File: src/rtl/setup_pkg.sv
// rtl/setup_pkg.sv - shared types, key codes and BCD helper for the setup menu
package setup_pkg;

  typedef logic [5:0][3:0] bcdPac_t;

  localparam logic [3:0] KEY_CONFIRM = 4'hF;
  localparam logic [3:0] KEY_CANCEL  = 4'hE;
  localparam logic [3:0] BCD_BLANK   = 4'hA;

  typedef enum logic [1:0] {ITEM_STATUS, ITEM_TIME, ITEM_PIN} item_kind_t;
  typedef enum logic [1:0] {ST_IDLE, ST_LOAD, ST_EDIT, ST_DONE} menu_state_t;

  typedef struct packed {
    item_kind_t kind;
    logic [2:0] slot;
  } item_dec_t;

  function automatic logic [7:0] bin2bcd2(input int unsigned v);
    return {4'(v / 10), 4'(v % 10)};
  endfunction

endpackage

File: src/rtl/setup_entry_buf.sv
// rtl/setup_entry_buf.sv - 4-digit BCD entry buffer with load, shift-in and clear-to-blank
module setup_entry_buf
  import setup_pkg::*;
(
  input  logic        clk,
  input  logic        rst,
  input  logic        clear,
  input  logic        load,
  input  logic [15:0] load_val,
  input  logic        shift,
  input  logic [3:0]  digit,
  output logic [15:0] val
);

  always_ff @(posedge clk or negedge rst) begin
    if (!rst)       val <= {4{BCD_BLANK}};
    else if (clear) val <= {4{BCD_BLANK}};
    else if (load)  val <= load_val;
    else if (shift) val <= {val[11:0], digit};
  end

endmodule

File: src/rtl/setup_menu_param.sv
// rtl/setup_menu_param.sv - parametrised setup menu editing a working copy of the lock config
// Optional idle auto-abort is compiled in with SETUP_TIMEOUT_EN.
module setup_menu_param
  import setup_pkg::*;
#(
  parameter int N_PINS        = 4,
  parameter int PIN_DIGITS    = 4,
  parameter int TIME_MIN      = 5,
  parameter int TIME_MAX      = 60,
  parameter int TIMEOUT_TICKS = 30,
  parameter int TIME_W        = $clog2(TIME_MAX + 1)
) (
  input  logic                         clk,
  input  logic                         rst,
  input  logic                         setup_on,
  input  logic                         key_valid,
  input  logic [3:0]                   key_code,
  input  logic                         tick,
  input  logic                         bip_en_old,
  input  logic [TIME_W-1:0]            bip_time_old,
  input  logic [TIME_W-1:0]            lock_time_old,
  input  logic [N_PINS-1:0]            pin_en_old,
  input  logic [N_PINS*PIN_DIGITS*4-1:0] pin_old,
  output logic                         bip_en_new,
  output logic [TIME_W-1:0]            bip_time_new,
  output logic [TIME_W-1:0]            lock_time_new,
  output logic [N_PINS-1:0]            pin_en_new,
  output logic [N_PINS*PIN_DIGITS*4-1:0] pin_new,
  output logic                         cfg_commit,
  output logic                         setup_end,
  output bcdPac_t                      bcd_out,
  output logic                         bcd_enable
);

  localparam int SLOT_W = PIN_DIGITS * 4;
  localparam int PIN_W  = N_PINS * SLOT_W;
  localparam logic [4:0] LAST = 5'(2 * N_PINS + 2);

  menu_state_t state, state_d;
  logic [4:0] idx, idx_d;
  logic w_bip_en, w_bip_en_d;
  logic [TIME_W-1:0] w_bip_time, w_bip_time_d, w_lock_time, w_lock_time_d;
  logic [N_PINS-1:0] w_pin_en, w_pin_en_d, slot_mask;
  logic [PIN_W-1:0] w_pin, w_pin_d;
  logic buf_clear, buf_load, buf_shift;
  logic [15:0] buf_load_val, buf_val;
  logic abort, commit, timeout;
  bcdPac_t bcd_prev;
  item_dec_t dec;

  function automatic item_dec_t decode_item(input logic [4:0] i);
    item_dec_t d;
    d.kind = ITEM_STATUS;
    d.slot = '0;
    case (i)
      5'd1:       d.kind = ITEM_STATUS;
      5'd2, 5'd3: d.kind = ITEM_TIME;
      5'd4:       d.kind = ITEM_PIN;
      default: begin
        d.kind = i[0] ? ITEM_STATUS : ITEM_PIN;
        d.slot = 3'((i - 5'd3) >> 1);
      end
    endcase
    return d;
  endfunction

  function automatic logic [15:0] field_of(input logic [4:0] i, input logic ben,
                                           input logic [TIME_W-1:0] bt, input logic [TIME_W-1:0] lt,
                                           input logic [N_PINS-1:0] pen, input logic [PIN_W-1:0] pins);
    item_dec_t d;
    logic [15:0] f;
    d = decode_item(i);
    f = {4{BCD_BLANK}};
    case (d.kind)
      ITEM_STATUS: f[3:0] = {3'b000, (i == 5'd1) ? ben : |(pen & (N_PINS'(1) << d.slot))};
      ITEM_TIME:   f[7:0] = bin2bcd2(32'((i == 5'd2) ? bt : lt));
      ITEM_PIN:    f[SLOT_W-1:0] = pins[32'(d.slot)*SLOT_W +: SLOT_W];
      default: ;
    endcase
    return f;
  endfunction

  function automatic logic [TIME_W-1:0] clamp_time(input logic [7:0] f);
    int v;
    v = int'(f[7:4]) * 10 + int'(f[3:0]);
    if (v < TIME_MIN)      v = TIME_MIN;
    else if (v > TIME_MAX) v = TIME_MAX;
    return TIME_W'(v);
  endfunction

  assign dec       = decode_item(idx);
  assign slot_mask = N_PINS'(1) << dec.slot;
  assign setup_end = (state == ST_DONE);

`ifdef SETUP_TIMEOUT_EN
  localparam int CNT_W = $clog2(TIMEOUT_TICKS + 1);
  logic [CNT_W-1:0] idle_cnt;

  always_ff @(posedge clk or negedge rst) begin
    if (!rst)                                 idle_cnt <= '0;
    else if (state == ST_LOAD || key_valid)   idle_cnt <= '0;
    else if (state == ST_EDIT && tick && idle_cnt != CNT_W'(TIMEOUT_TICKS))
      idle_cnt <= idle_cnt + 1'b1;
  end

  assign timeout = (idle_cnt == CNT_W'(TIMEOUT_TICKS));
`else
  localparam int unused_timeout_ticks = TIMEOUT_TICKS;
  logic unused_tick;
  assign unused_tick = tick;
  assign timeout     = 1'b0;
`endif

  always_ff @(posedge clk or negedge rst) begin
    if (!rst) state <= ST_IDLE;
    else      state <= state_d;
  end

  // Abort is checked before the key so a falling setup_on drops a coincident key.
  always_comb begin
    state_d = state;
    abort   = 1'b0;
    commit  = 1'b0;
    case (state)
      ST_IDLE: if (setup_on) state_d = ST_LOAD;
      ST_LOAD: state_d = ST_EDIT;
      ST_EDIT: begin
        abort = !setup_on || timeout || (key_valid && key_code == KEY_CANCEL);
        if (abort) state_d = ST_DONE;
        else if (key_valid && key_code == KEY_CONFIRM && idx == LAST) begin
          commit  = 1'b1;
          state_d = ST_DONE;
        end
      end
      ST_DONE: if (!setup_on) state_d = ST_IDLE;
      default: state_d = ST_IDLE;
    endcase
  end

  always_comb begin
    w_bip_en_d    = w_bip_en;
    w_bip_time_d  = w_bip_time;
    w_lock_time_d = w_lock_time;
    w_pin_en_d    = w_pin_en;
    w_pin_d       = w_pin;
    idx_d         = idx;
    buf_clear     = (state == ST_EDIT) && (state_d == ST_DONE);
    buf_load      = 1'b0;
    buf_shift     = 1'b0;
    buf_load_val  = {{3{BCD_BLANK}}, key_code};
    if (state == ST_LOAD) begin
      w_bip_en_d    = bip_en_old;
      w_bip_time_d  = bip_time_old;
      w_lock_time_d = lock_time_old;
      w_pin_en_d    = pin_en_old;
      w_pin_d       = pin_old;
      idx_d         = 5'd1;
      buf_load      = 1'b1;
      buf_load_val  = field_of(5'd1, bip_en_old, bip_time_old, lock_time_old, pin_en_old, pin_old);
    end else if (state == ST_EDIT && !abort && key_valid) begin
      if (key_code <= 4'd9) begin
        if (dec.kind != ITEM_STATUS) buf_shift = 1'b1;
        else if (key_code <= 4'd1) begin
          buf_load = 1'b1;
          if (idx == 5'd1)      w_bip_en_d = key_code[0];
          else if (key_code[0]) w_pin_en_d = w_pin_en | slot_mask;
          else                  w_pin_en_d = w_pin_en & ~slot_mask;
        end
      end else if (key_code == KEY_CONFIRM) begin
        case (dec.kind)
          ITEM_TIME: begin
            if (idx == 5'd2) w_bip_time_d  = clamp_time(buf_val[7:0]);
            else             w_lock_time_d = clamp_time(buf_val[7:0]);
          end
          ITEM_PIN: begin
            w_pin_d[32'(dec.slot)*SLOT_W +: SLOT_W] = buf_val[SLOT_W-1:0];
            w_pin_en_d[0] = 1'b1;
          end
          default: ;
        endcase
        if (idx != LAST) begin
          idx_d        = idx + 5'd1;
          buf_load     = 1'b1;
          buf_load_val = field_of(idx + 5'd1, w_bip_en, w_bip_time, w_lock_time, w_pin_en, w_pin);
        end
      end
    end
  end

  always_ff @(posedge clk or negedge rst) begin
    if (!rst) begin
      w_bip_en      <= 1'b0;
      w_bip_time    <= '0;
      w_lock_time   <= '0;
      w_pin_en      <= '0;
      w_pin         <= '0;
      idx           <= '0;
      bip_en_new    <= 1'b0;
      bip_time_new  <= '0;
      lock_time_new <= '0;
      pin_en_new    <= '0;
      pin_new       <= '0;
      cfg_commit    <= 1'b0;
      bcd_prev      <= {6{BCD_BLANK}};
    end else begin
      w_bip_en    <= w_bip_en_d;
      w_bip_time  <= w_bip_time_d;
      w_lock_time <= w_lock_time_d;
      w_pin_en    <= w_pin_en_d;
      w_pin       <= w_pin_d;
      idx         <= idx_d;
      cfg_commit  <= commit;
      bcd_prev    <= bcd_out;
      if (commit) begin
        bip_en_new    <= w_bip_en_d;
        bip_time_new  <= w_bip_time_d;
        lock_time_new <= w_lock_time_d;
        pin_en_new    <= w_pin_en_d;
        pin_new       <= w_pin_d;
      end
    end
  end

  setup_entry_buf u_entry (
    .clk      (clk),
    .rst      (rst),
    .clear    (buf_clear),
    .load     (buf_load),
    .load_val (buf_load_val),
    .shift    (buf_shift),
    .digit    (key_code),
    .val      (buf_val)
  );

  // Only the digits that belong to the current item are shown; the rest stay blank.
  always_comb begin
    bcd_out = {6{BCD_BLANK}};
    if (state == ST_EDIT) begin
      {bcd_out[5], bcd_out[4]} = bin2bcd2(32'(idx));
      case (dec.kind)
        ITEM_STATUS: bcd_out[0] = buf_val[3:0];
        ITEM_TIME: begin
          bcd_out[1] = buf_val[7:4];
          bcd_out[0] = buf_val[3:0];
        end
        ITEM_PIN: for (int i = 0; i < PIN_DIGITS; i++) bcd_out[i] = buf_val[4*i +: 4];
        default: ;
      endcase
    end
  end

  assign bcd_enable = (bcd_out != bcd_prev);

endmodule

File: config.mk
export PLATFORM = sky130hd
export DESIGN_NAME = setup_menu_param
export DESIGN_NICKNAME = d
export VERILOG_FILES = /design/src/rtl/setup_pkg.sv /design/src/rtl/setup_entry_buf.sv /design/src/rtl/setup_menu_param.sv
export SDC_FILE = /design/constraint.sdc
export NUM_CORES = 1
export LEC_CHECK = 0
export BUFFER_PORTS_ARGS = -buffer_cell sky130_fd_sc_hd__buf_4
export CAP_MARGIN = 25
export CORE_MARGIN = 3
export CORE_UTILIZATION = 55
export DETAILED_ROUTE_END_ITERATION = 6
export PLACE_DENSITY = 0.78
export RECOVER_POWER = 50
export SLEW_MARGIN = 15
export SYNTH_ARGS = -nofsm -noshare
export SYNTH_HDL_FRONTEND = slang
export SYNTH_HIERARCHICAL = 1
export SYNTH_SLANG_ARGS = --single-unit
File: constraint.sdc
create_clock -name clk -period 6.1 [get_ports clk]
set_input_delay 0.305 -clock clk [delete_from_list [all_inputs] [get_ports clk]]
set_output_delay 0.305 -clock clk [all_outputs]
set_load 0.01 [all_outputs]
# --- Yosys cells after proc, flatten, opt, wreduce, memory -nomap -nowiden ---
# Cells that the tools add are included.
word_totals:
  elab_cells: 195
  regBits: 210
  output_inout_bits: 108
  input_bits: 90
op_classes:
  shift: 6
  add_sub_neg: 5
  n_bitwise: 4
  muxes: 99
  order_cmp: 4
  n_reduce_logical: 26
  mul: 1
  eq_ne: 24
  div_mod_pow: 6
ops:
  columns: ["cell", "n"]
  rows:
  - ["2-to-1 mux 64 bit", 5]
  - ["2-to-1 mux 16 bit", 8]
  - ["variable part select 64 x 8 -> 16 bit", 2]
  - ["2-to-1 mux 6 bit", 15]
  - ["bitwise mux 64 bit", 1]
  - ["variable shift 16 x 34 -> 64 bit, first input constant", 1]
  - ["variable part select 16 x 34 -> 64 bit", 1]
  - ["negation 7 -> 34 bit", 1]
  - ["divider 32 x 4 -> 32 bit, second input constant", 1]
  - ["divider 5 x 4 -> 32 bit, second input constant", 1]
  - ["divider 6 x 4 -> 32 bit, second input constant", 1]
  - ["modulo 32 x 4 -> 32 bit, second input constant", 1]
  - ["modulo 5 x 4 -> 32 bit, second input constant", 1]
  - ["modulo 6 x 4 -> 32 bit, second input constant", 1]
  - ["2-to-1 mux 4 bit", 8]
  - ["2-to-1 mux 3 bit", 9]
  - ["2-to-1 mux 1 bit", 25]
  - ["2-to-1 mux 5 bit", 5]
  - ["2-to-1 mux 2 bit", 12]
  - ["2-to-1 mux 24 bit", 1]
  - ["2-to-1 mux 8 bit", 3]
  - ["!= test 24 bit", 1]
  - ["case mux 4 bit (3 select lines)", 2]
  - ["equality test 5 x 2 -> 1 bit, second input constant", 4]
  - ["other kinds (33)", 65]

# --- Logic depth before layout (Yosys ltp) ---
logic_depth:
  depth_word: 21
  ltp_mapped: 22
  ltp_nobuf: 20

# --- Modules after synthesis ---
# Netlist, hierarchy kept.
by_module_without_submodules:
  columns: ["module", "cells_per_inst", "seq_area_each_um2", "area_each_um2", "n_inst"]
  rows:
  - ["setup_menu_param", 1110, 4844.6, 10934.2, 1]
  - ["setup_entry_buf", 65, 410.4, 812.0, 1]

# --- Worst setup path before layout ---
# No wires, ideal clock.
synth_timing:
  path_type: "reg-to-reg"
  startpoint: "reg idx[1]"
  endpoint: "reg u_entry.val[1]"
  period_less_slack_ns: 4.503
  path_slack_ns: 1.597
  required_time_ns: 6.025
  setup_ns: 0.075
  n_path_buf: 2
  arrival_ns: 4.428
  stages_incl_launch_ff: 20
  path_cell_list: "dfrtp_1 -> ha_1 -> buf_6 -> and3_4 -> o21ba_2 -> o21ai_4 -> buf_6 -> mux2i_1 -> ha_1 -> inv_1 -> ha_1 -> nor2_1 -> and3_1 -> a221o_2 -> a41oi_1 -> a21boi_4 -> mux2_2 -> or4_1 -> nand3_1 -> a2bb2oi_1"
synth_between:
  elab_chain_cells: 18
  word_cells_on_any_way: 60
  cone_classes: "add/sub (2); div (1); eq/ne (13); shift (1); mux (35); reduce/logical (8)"
synth_lines:
  columns: ["element", "line_no", "rtl"]
  rows:
  - ["from (decl)", "setup_menu_param.sv:40", "logic [4:0] idx, idx_d;"]
  - ["from (signal assigned)", "setup_menu_param.sv:211", "idx <= idx_d;"]
  - ["branches (longest 11 deep; another with modulo 32 x 4 -> 32 bit)", null, null]
  - ["2-to-1 mux 16 bit *", "setup_menu_param.sv:181", "if (idx != LAST) begin"]
  - ["2-to-1 mux 16 bit *", "setup_menu_param.sv:169", "end else if (key_code == KEY_CONFIRM) begin"]
  - ["2-to-1 mux 16 bit *", "setup_menu_param.sv:161", "if (key_code <= 4'd9) begin"]
  - ["2-to-1 mux 16 bit *", "setup_menu_param.sv:160", "end else if (state == ST_EDIT && !abort && key_valid) begin"]
  - ["2-to-1 mux 16 bit *", "setup_menu_param.sv:151", "if (state == ST_LOAD) begin"]
  - ["net buf_load_val[1]", "setup_menu_param.sv:46", "logic [15:0] buf_load_val, buf_val;"]
  - ["2-to-1 mux 16 bit *", "setup_entry_buf.sv:18", "else if (load) val <= load_val;"]
  - ["2-to-1 mux 16 bit *", "setup_entry_buf.sv:17", "else if (clear) val <= {4{BCD_BLANK}};"]
  - ["to (signal assigned)", "setup_entry_buf.sv:17", null]
  - ["to (signal assigned)", "setup_entry_buf.sv:18", null]
  - ["to (signal assigned)", "setup_entry_buf.sv:19", "else if (shift) val <= {val[11:0], digit};"]
  - ["to (decl)", "setup_entry_buf.sv:12", "output logic [15:0] val"]
# Mark *: on every way through the listed nets, which the timed path passes. The select of a mux whose other input is x is not followed.
# A chain may end at the register's enable or synchronous reset.

# --- Final worst setup path ---
layout_timing:
  startpoint: "reg idx[2]"
  endpoint: "reg u_entry.val[2]"
# Same word-level chain as after synthesis.

==> results.py <==
metrics = {
    "place": {
        "gp_congestion": 0.933,
        "post-place-ws_ps": 805,
        "dp_hpwl_um": 24800,
        "io_buffers": 195,
        "dpl_cell_area_mm2": 0.0133,
    },
    "drt": {
        "detail-route-antenna-nets": 0,
        "vias": 10124,
        "via_per_inst": 6.25,
        "firstDrtPassIters": 6,
        "drtIter0Drc": 848,
        "drt-total-wl_um": 35200,
        "avgRoutedWirePerCell_um": 21.7,
        "drc_errors": 0,
    },
    "power_and_ir_drop": {
        "leakage_nw": 6.36,
        "finalPower_mw": 6.34,
        "ir_drop_uv": 263,
        "power_density_mw_per_mm2": 462,
    },
    "grt": {
        "grt-ovfl-total": 0,
        "grt_usage": 0.292,
        "grt_pass1_vias": 10120,
        "grt_max_degree": 78,
        "grt_pass1_wl_um": 55100,
        "antenna_found_initial": 0,
    },
    "timing": {
        "min_period_ps": 5460,
        "setup_viol": 0,
        "timing.hold.ws_ps": 21.7,
        "finalMaxSlewViolations": 136,
        "setup_tns_ps": 0,
        "relSlewSlack": -1.55,
        "period_share": 0.894,
        "tightest_slew_ps": 3820,
        "fin_ws_ps": 644,
        "hold_viol_final": 0,
        "grt_setup_unrepaired": "false",
        "fmax_ghz": 0.183,
        "finClkSkew_ps": 9.00,
    },
    "worst_setup_path": {
        "crit_top_cell": "ha_1",
        "worstPathRequired_ps": 6490,
        "rrSetupSlack_ps": 640,
        "cp_top_family": "compound AO/OA/AOI/OAI gates",
        "worstPathArrival_ps": 5840,
        "timing.rr.start": "idx[2]$_DFFE_PN0P_",
        "cp_slowest_cell": "dfrtp_1",
        "r2r_cells": 18,
        "cpPeakStageDelay_ps": 720,
        "r2r_end": "u_entry/val[2]$_DFFE_PN0P_",
        "cp-start-kind": "flip-flop",
        "crit_type": "reg2reg",
        "crit_buf_inv": 1,
        "worstPathCellList": "ha_1 -> nand2_1 -> and3_4 -> o21ai_4 -> mux2i_1 -> ha_1 -> inv_1 -> ha_1 -> nor2_1 -> and3_1 -> a221o_2 -> a41oi_1 -> a21boi_4 -> mux2_2 -> o21a_1 -> o211ai_1 -> nor2b_1 -> a211oi_1",
        "critPathMaxFanout": 16,
        "cp-end-kind": "flip-flop",
    },
    "clocking": {
        "cts_max_path_buffers": 3,
        "clock_latency_ps": 510,
        "cts_sinks": 209,
        "cts_made_buffers": 22,
        "h-tree-depth": 1,
        "clockRootBuffer": "clkbuf_16",
        "post_cts_buffers": 0,
        "cts_tree": "built",
        "clk_pin_slew_ps": 70,
    },
    "synth": {
        "postSynth.asyncResetShare": 1.00,
        "seq_area_frac_synth": 0.447,
        "netlist_instances": 1175,
        "synth_seq_cells": 209,
        "syn_area_per_cell_um2": 10.0,
        "syn_area_mm2": 0.0117,
        "synthFlopType": "dfrtp_1",
        "synth-edff-count": 0,
        "ys_types": 91,
        "yosysWarnings": 6,
        "syn_nets": 1305,
    },
    "hold_path": {
        "holdPathStages": 2,
        "whs_endpoint": "w_bip_time[0]$_DFF_PN0_",
        "min_from": "bip_time_old[0]",
        "hold_path_class": "in2reg",
    },
    "job": {
        "maxCapViolations": 2,
    },
    "floorplanning": {
        "die_w_um": 152,
        "core_area_mm2": 0.0206,
        "die-height_um": 152,
        "io_pins": 198,
        "fp-row-count": 52,
        "die_area_mm2": 0.0231,
        "start_util": 0.570,
    },
    "outcome": {
        "violations": "capacitance limit, slew limit",
        "outcome": "finished, violations left",
    },
    "finish": {
        "syn_to_final_growth_pct": 16.9,
        "final_nets": 1463,
        "n_fill_cell": 1666,
        "drive_above_1_share": 0.219,
        "final_area_mm2": 0.0137,
        "antenna_cells": 0,
    },
}
-- cell usage after synthesis (8+ instances only) --
cell type  instances  area share
dfstp_2           20       0.045
and3_1            13      0.0069
inv_1             26      0.0083
mux2_2            83       0.080
nand2b_1          13      0.0069
xnor2_1           20       0.015
nand3_1           38       0.016
buf_2             11      0.0047
nor2b_1           15      0.0080
a31oi_1            8      0.0043
o211ai_1           8      0.0051
o21ai_0           55       0.023
nand2_1          139       0.044
nor2_1           132       0.042
a221oi_1          50       0.037
ha_1              38       0.040
and2_1            13      0.0069
clkbuf_1          47       0.015
a21o_1             8      0.0051
nor3_1            16      0.0068
mux2i_1           58       0.049
a21oi_1           19      0.0081
a211oi_1          19       0.012
dfrtp_1          189        0.40
o22ai_1            8      0.0043
-- worst max-delay path by stage --
stage	startpoint	to	slack [ps]	cells after the start
5_1_grt	idx[0]$_DFFE_PN0P_	bcd_enable	310	16
3_3_place_gp	idx[2]$_DFFE_PN0P_	u_entry/val[1]$_DFFE_PN1P_	980	17
4_1_cts	idx[0]$_DFFE_PN0P_	bcd_enable	710	16
6_report	idx[2]$_DFFE_PN0P_	u_entry/val[2]$_DFFE_PN0P_	640	18
2_1_floorplan	idx[1]$_DFFE_PN0P_	u_entry/val[1]$_DFFE_PN1P_	1600	19
3_5_place_dp	idx[2]$_DFFE_PN0P_	u_entry/val[2]$_DFFE_PN0P_	800	18
-- layer usage --
| layer | up-vias | part of all wire | track usage |
|---|---|---|---|
| met5 | - | 0 | 0 |
| met4 | 0 | 0.044 | 0.130 |
| met3 | 99 | 0.086 | 0.0471 |
| met2 | 513 | 0.48 | 0.479 |
| met1 | 4959 | 0.39 | 0.386 |
| li1 | 4553 | - | - |
-- cell families (layout without fill, tap and decap cells) --
| kind of cell | after synthesis | count (layout) | synth area share |
|---|---|---|---|
| DFF | 209 | 209 | 0.447 |
| AOI/OAI and AO/OA | 232 | 232 | 0.146 |
| xor gates and xnor gates | 27 | 27 | 0.0208 |
| buffers and inverters | 102 | 276 | 0.0432 |
| and+or+nand+nor | 422 | 422 | 0.168 |
| muxes | 142 | 142 | 0.131 |
| adders and majority gates | 40 | 40 | 0.0439 |
| other | 1 | 1 | 0.000319 |
-- registers in the layout (all words and copies together) (netlist names), 2 cells and up --
name and flops:
w_pin 64, bcd_prev 23, w_lock_time 6, w_bip_time 6, bip_time_new 6, idx 5, pin_new 64, u_entry/val 16
lock_time_new 6, pin_en_new 4, w_pin_en 4, state 2
-- worst reg2reg max path: stages (launching register included) --
cell	delay (ps)
dfrtp_1	720
ha_1	530
nand2_1	180
and3_4	240
o21ai_4	440
mux2i_1	350
ha_1	200
inv_1	40
ha_1	320
nor2_1	60
and3_1	180
a221o_2	310
a41oi_1	220
a21boi_4	350
mux2_2	390
o21a_1	170
o211ai_1	250
nor2b_1	80
a211oi_1	290
-- cell type report --
class / count / area, µm² / area share
clock buffers: 31 / 656 / 0.0478
clock inverters: 9 / 101 / 0.00738
inverters: 27 / 101 / 0.00738
multi-input cells: 864 / 6010 / 0.438
flip-flops and latches: 209 / 5260 / 0.383
well taps: 270 / 338 / 0.0246
repair buffers: 209 / 1270 / 0.0925
-- power breakdown --
group	total, mW	switching, mW	internal (mW)
logic	2.82	1.72	1.10
clock network	1.39	0.554	0.836
registers	2.13	0.408	1.72
total	6.34	2.68	3.66
-- cells in the final DEF, fill, tap and decap left out, drive strengths merged, types with 9 or more instances in the layout --
| cell | netlist | final |
|---|---|---|
| a211oi | 19 | 19 |
| inv | 27 | 28 |
| a21oi | 19 | 19 |
| dfrtp | 189 | 189 |
| and3 | 15 | 15 |
| o21ai | 56 | 56 |
| nor2b | 15 | 15 |
| nor2 | 133 | 133 |
| a21o | 9 | 9 |
| clkbuf | 53 | 117 |
| a221oi | 50 | 50 |
| buf | 22 | 122 |
| dfstp | 20 | 20 |
| mux2 | 83 | 83 |
| mux2i | 58 | 58 |
| xnor2 | 21 | 21 |
| nand2 | 140 | 140 |
| ha | 38 | 38 |
| nand2b | 13 | 13 |
| nor3 | 17 | 17 |
| and2 | 14 | 14 |
| nand3 | 38 | 38 |
-- repair_timing --
action,CTS,global route
hold endpoints to repair,70,0
hold buffers,1,0
resized for setup,0,0
-- per-stage QoR --
step | cells | utilization
2_1_floorplan | 1175 | -
3_3_place_gp | 1576 | 0.643
3_5_place_dp | 1576 | 0.643
4_1_cts | 1617 | 0.680
5_1_grt | 1619 | 0.666
6_report | 1619 | 0.666
Note: power is estimated with default switching activity, not from simulation.
